## src/rtl/vga_sync_gen.sv

```systemverilog
// VGA scan source: pixel-rate divider, H/V scan counters, sync decode and a
// one-pixel output stage that keeps rgb/hsync/vsync phase-aligned at the DAC.
module vga_sync_gen #(
    parameter int unsigned CLK_DIV   = 2,
    parameter int unsigned H_DISPLAY = 640,
    parameter int unsigned H_FRONT   = 16,
    parameter int unsigned H_SYNC    = 96,
    parameter int unsigned H_BACK    = 48,
    parameter int unsigned V_DISPLAY = 480,
    parameter int unsigned V_FRONT   = 10,
    parameter int unsigned V_SYNC    = 2,
    parameter int unsigned V_BACK    = 33
) (
    input  logic       clk,
    input  logic       rst_n,
    output logic [9:0] HCount,
    output logic [9:0] VCount,
    output logic       pixel_tick,
    output logic       video_on,
    output logic       frame_start,
    input  logic [2:0] rgb_in,
    output logic [2:0] rgb_out,
    output logic       hsync,
    output logic       vsync
);

    localparam int unsigned CNT_W    = 10;
    localparam int unsigned RGB_W    = 3;
    localparam int unsigned DIV_W    = (CLK_DIV > 2) ? $clog2(CLK_DIV) : 1;
    localparam int unsigned H_TOTAL  = H_DISPLAY + H_FRONT + H_SYNC + H_BACK;
    localparam int unsigned V_TOTAL  = V_DISPLAY + V_FRONT + V_SYNC + V_BACK;
    localparam int unsigned HS_FIRST = H_DISPLAY + H_FRONT;
    localparam int unsigned HS_LAST  = HS_FIRST + H_SYNC - 1;
    localparam int unsigned VS_FIRST = V_DISPLAY + V_FRONT;
    localparam int unsigned VS_LAST  = VS_FIRST + V_SYNC - 1;

    logic [DIV_W-1:0] div;
    logic             div_last_c;
    logic             h_last_c;
    logic             v_last_c;
    logic             hs_raw_c;
    logic             vs_raw_c;

    // Decode of the current divider phase and scan position
    assign div_last_c = (div == DIV_W'(CLK_DIV - 1));
    assign h_last_c   = (HCount == CNT_W'(H_TOTAL - 1));
    assign v_last_c   = (VCount == CNT_W'(V_TOTAL - 1));
    assign video_on   = (HCount < CNT_W'(H_DISPLAY)) && (VCount < CNT_W'(V_DISPLAY));
    assign hs_raw_c   = !((HCount >= CNT_W'(HS_FIRST)) && (HCount <= CNT_W'(HS_LAST)));
    assign vs_raw_c   = !((VCount >= CNT_W'(VS_FIRST)) && (VCount <= CNT_W'(VS_LAST)));

    // Divider and strobes; counters are stable while the strobes are formed
    always_ff @(posedge clk) begin
        if (!rst_n) begin
            div         <= '0;
            pixel_tick  <= 1'b0;
            frame_start <= 1'b0;
        end else begin
            div         <= div_last_c ? '0 : div + 1'b1;
            pixel_tick  <= div_last_c;
            frame_start <= div_last_c && h_last_c && v_last_c;
        end
    end

    // Scan counters advance once per pixel
    always_ff @(posedge clk) begin
        if (!rst_n) begin
            HCount <= '0;
            VCount <= '0;
        end else if (pixel_tick) begin
            HCount <= h_last_c ? '0 : HCount + 1'b1;
            if (h_last_c) begin
                VCount <= v_last_c ? '0 : VCount + 1'b1;
            end
        end
    end

    // Output stage: captures the pixel the counters show, one pixel late
    always_ff @(posedge clk) begin
        if (!rst_n) begin
            rgb_out <= '0;
            hsync   <= 1'b1;
            vsync   <= 1'b1;
        end else if (pixel_tick) begin
            rgb_out <= video_on ? rgb_in : RGB_W'(0);
            hsync   <= hs_raw_c;
            vsync   <= vs_raw_c;
        end
    end

endmodule
```

## config.mk

```make
export PLATFORM = sky130hd
export DESIGN_NAME = vga_sync_gen
export DESIGN_NICKNAME = d
export VERILOG_FILES = /design/src/rtl/vga_sync_gen.sv
export SDC_FILE = /design/constraint.sdc
export NUM_CORES = 1
export LEC_CHECK = 0
export CAP_MARGIN = 0
export CORE_ASPECT_RATIO = 1.75
export CORE_MARGIN = 5
export CORE_UTILIZATION = 43
export DETAILED_ROUTE_END_ITERATION = 7
export GPL_TIMING_DRIVEN = 0
export PLACE_DENSITY = 0.83
export SETUP_SLACK_MARGIN = 0.1
export SKIP_LAST_GASP = 1
export SLEW_MARGIN = 20
export SYNTH_ARGS = -nofsm -noshare
export SYNTH_HDL_FRONTEND = slang
export SYNTH_SLANG_ARGS = --single-unit
```

## constraint.sdc

```tcl
create_clock -name clk -period 1.6 [get_ports clk]
set_input_delay 0.48 -clock clk [delete_from_list [all_inputs] [get_ports clk]]
set_output_delay 0.48 -clock clk [all_outputs]
set_load 0.05 [all_outputs]
```

Yosys cells after proc, flatten, opt, wreduce, memory -nomap -nowiden
Cells that the tools add are included.

$add $sub $neg: 3. Multiply operators: 0. Divide/modulo/power cells: 0. Order comparisons: 6. Equal/unequal tests: 2. Shift operators: 0. Mux-type cells: 3. Bitwise gates (word level): 1. Reduce and logical (&&, ||, !) cells: 9.

Operators with widths (count): adder 10 x 1 -> 10 bit (second input constant) (2); == test 10 bit (second input constant) (2); two-way mux 10 bit (2); >= comparator 10 bit (second input constant) (1); >= comparator 10 x 9 -> 1 bit (second input constant) (1); less-or-equal comparator 10 bit (second input constant) (1); less-or-equal comparator 10 x 9 -> 1 bit (second input constant) (1); less-than comparator 10 bit (second input constant) (1); less-than comparator 10 x 9 -> 1 bit (second input constant) (1); logical AND 1 bit (5); two-way mux 3 bit (1); zero test 1 bit (2); AND reduction 2 bit (1); OR reduction 2 bit (1); adder 1 bit (second input constant) (1); NOT 1 bit (1).

Register bits: 28. Latch bits: 0. RAM bits: 0. Memory bits (read-only): 0. Input bits: 5. Output and inout port bits: 28. Memories kept: 0.

Depth between registers and ports, before layout
Depth in word-level cells: 3. Gate-level depth with buffers: 7. Depth with buffers taken out: 6.

Least setup slack after synthesis
No wires, ideal clock.

Path kind: register -> output. Start: register VCount[7]. End: output port video_on. Data arrival time: 2.021 ns. Slack: -0.901 ns. Cell stages (with the launch flop): 3. Cell sequence: dfxtp_1 > and4_1 > nor3_1.

Word-level cells in the longest chain between the ends: 2.

Ends and longest elaborated chain: from (decl) (RTL line 17) `output logic [9:0] VCount,`; from (signal assigned) (RTL line 73) `VCount <= v_last_c ? '0 : VCount + 1'b1;`; less-than comparator 10 x 9 -> 1 bit (RTL line 48) `assign video_on = (HCount < CNT_W'(H_DISPLAY)) && (VCount < CNT_W'(V_DISPLAY));`; logical AND 1 bit (RTL line 48); to (decl) (RTL line 19) `output logic video_on,`.

No other way between the ends.

Final worst setup path
Start: register HCount[6]. End: register VCount[3].

Word-level cells in the longest chain between the ends: 2.

Ends and longest elaborated chain: from (decl) (RTL line 16) `output logic [9:0] HCount,`; from (signal assigned) (RTL line 71) `HCount <= h_last_c ? '0 : HCount + 1'b1;`; == test 10 bit (RTL line 46) `assign h_last_c = (HCount == CNT_W'(H_TOTAL - 1));`; AND reduction 2 bit (no source line).

No other way between the ends. A chain may end at the register's enable or synchronous reset.

==> qor.csv <==
metric;value;unit
outcome;finished, violations left;
failed_checks;negative setup slack;
io_pins;33;
arrival;1980;ps
maxCapViolations;0;
drc;0;
synth_top_area_cell;dfxtp_1;
switching_share;0.224;
first_pass_iters;4;
finalClockSkew;3.47;ps
crit_path_max_incr_delay;350;ps
drtIter0Drc;52;
crit_slowest_cell;dfxtp_4;
cts_tree;yes;
multiInputGateArea;785;µm²
p_clk_frac;0.387;
cts-root-buf;clkbuf_8;
die_y;83.2;µm
setup_ws;-170;ps
vias;1312;
comb_power_share;0.064;
fin_crit_sh;1.11;
tns;-1090;ps
synth_area;1320;µm²
wl_per_cell;16.3;µm
grt.total_usage;0.163;
clock.fmax;565;MHz
ys_ff_latch;28;
synth_async_sr_flop_share;0;
grt_pass1_vias;1230;
final_common_cell;buf_2;
io_buffers;32;
dpl.hpwl;2480;µm
worstPathMaxFanout;9;
clk_pin_slew;90;ps
via_per_inst;5.96;
grt_max_degree;17;
start_kind;register;
drive_gt1_frac;0.391;
yosysSeqAreaShare;0.425;
min_path_type;reg2reg;
grt_pass1_wl;5580;µm
cts_max_level;1;
num-nets-final;202;
internal_power;0.000998;W
antenna_found_initial;0;
synth_flop_cell;dfxtp_1;
areaGrowthSynthToFinish;37.3;%
critPathMostFrequentCell;buf_6;
clk_latency;280;ps
drt.antenna.violating_nets;0;
cp_cell_sequence;buf_6, nor4b_2, nand4_1, buf_6, buf_4, or3_1, a21oi_1;
ir_drop;0.658;mV
min_period;1770;ps
seq_power_share;0.550;
crit_type;reg2reg;
coreArea;2930;µm²
setup_violations;11;
start_util;0.450;
synth.distinct_cells;35;
rr_worst_depth;7;
gp_congestion;0.870;
routed_wl;3590;µm
synth_edf_count;0;
clock-sinks;28;
diodes;0;
fillers;248;
relSlewSlack;0.687;
register_area;602;µm²
synthTopCellsByArea;dfxtp_1, xnor2_1, ha_1;
p_per_area;711;nW/µm²
endpoint_kind;register;
syn-instance-count;150;
final_hold_viol_count;0;
ys_warn_count;0;
worstPathRequired;1810;ps
die_area;4310;µm²
rows;26;
syn-num-nets;159;
min_path_cells;1;
slew_viol_final;0;
p_leak;0.680;nW
grt-ovfl-total;0;
switching_power;0.000289;W
tightest_slew;465;ps
yosysTopAreaCellShare;0.425;
fin_hold_ws;416;ps
die_w;51.8;µm
syn_area_per_cell;8.78;µm²
numCtsBuffers;3;
most-common-layout-cells;buf_2, dfxtp_2, nor2_1, nand3_1;
rsz0062_at_grt;yes;
cts_max_path_buffers;2;
==> logic make-up after synthesis <==
family / count (synthesis) / synth area share
muxes: 1 / 0.00760
AOI/OAI and AO/OA: 24 / 0.112
xor gates and xnor gates: 10 / 0.0665
adders and majority gates: 4 / 0.0380
DFF: 28 / 0.425
and+or+nand+nor: 71 / 0.309
buffers and inverters: 12 / 0.0418
==> power groups by stage <==
stage / logic, W / clock network, W / registers, W
after global routing: 0.0000872 / 0.000531 / 0.000709
after detailed placement: 0.0000852 / 0 / 0.000726
after CTS: 0.0000810 / 0.000498 / 0.000709
after global placement: 0.0000823 / 0 / 0.000725
after floorplan: 0.0000263 / 0 / 0.000748
final: 0.0000817 / 0.000498 / 0.000707
==> sequential cells by signal (all words and copies together) (netlist names) <==
signal / flops
vsync: 1
frame_start: 1
hsync: 1
rgb_out: 3
HCount: 10
div: 1
VCount: 10
pixel_tick: 1
==> path summary, 6_finish.rpt <==
check,start,endpoint,slack (ps)
max,HCount[6],VCount[3],-170
min,div,div,420
max reg2reg,HCount[6],VCount[3],-170
min reg2reg,div,div,420
==> cell type report <==
| cell class | instances | share of cell area |
|---|---|---|
| Multi-Input combinational cell | 111 | 0.434 |
| Clock buffer | 4 | 0.0367 |
| Tap cell | 28 | 0.0194 |
| Sequential cell | 28 | 0.333 |
| Inverter | 6 | 0.0124 |
| Timing Repair Buffer | 37 | 0.138 |
| Buffer | 6 | 0.0277 |
==> layer usage <==
layer	track usage	routed length [µm]	up-vias
met1	0.178	1360	633
met2	0.291	1950	51
met4	0.0692	76	0
li1	-	-	618
met5	0	0	-
met3	0.0287	203	10
==> cell usage after synthesis, drive strengths merged, types with 2 or more instances <==
cell type,n
nand3,9
nor2,12
nand2b,3
nand4,6
o31ai,4
o21ai,6
buf,3
and2,5
a21boi,3
nor3,4
dfxtp,28
xnor2,8
inv,6
or4,4
nand4b,3
nor2b,2
nand2,9
ha,4
a21oi,8
or3,4
clkbuf,3
and3,4
xor2,2
==> timing repair <==
| item | 4_1_cts | 5_1_grt |
|---|---|---|
| cloned | 0 | 1 |
| endpoints found under the hold margin | 0 | 0 |
| hold buffers | 0 | 0 |
| buffers inserted | 1 | 4 |
| pin swaps | 3 | 4 |
| gates resized for setup | 131 | 23 |
| endpoints found under the setup margin | 44 | 29 |
==> through the flow <==
stage               instance area [µm²]   util  power [W]  setup WS, ps  std cells
global placement                   1760  0.600   0.000807          -558        210
finish                             1810  0.618    0.00129          -170        220
floorplan                          1400      -   0.000774          -120        150
global route                       1810  0.618    0.00133          -229        220
detailed placement                 1760  0.600   0.000811          -562        210
CTS                                1770  0.604    0.00129          -150        215
==> critical path, delay by kind of cell (launching register included) <==
family | cells | cell delay (ps)
compound gates | 1 | 160
buf+inv | 3 | 440
flops | 1 | 350
simple gates | 3 | 750
Power figures use the tool's default switching activity.
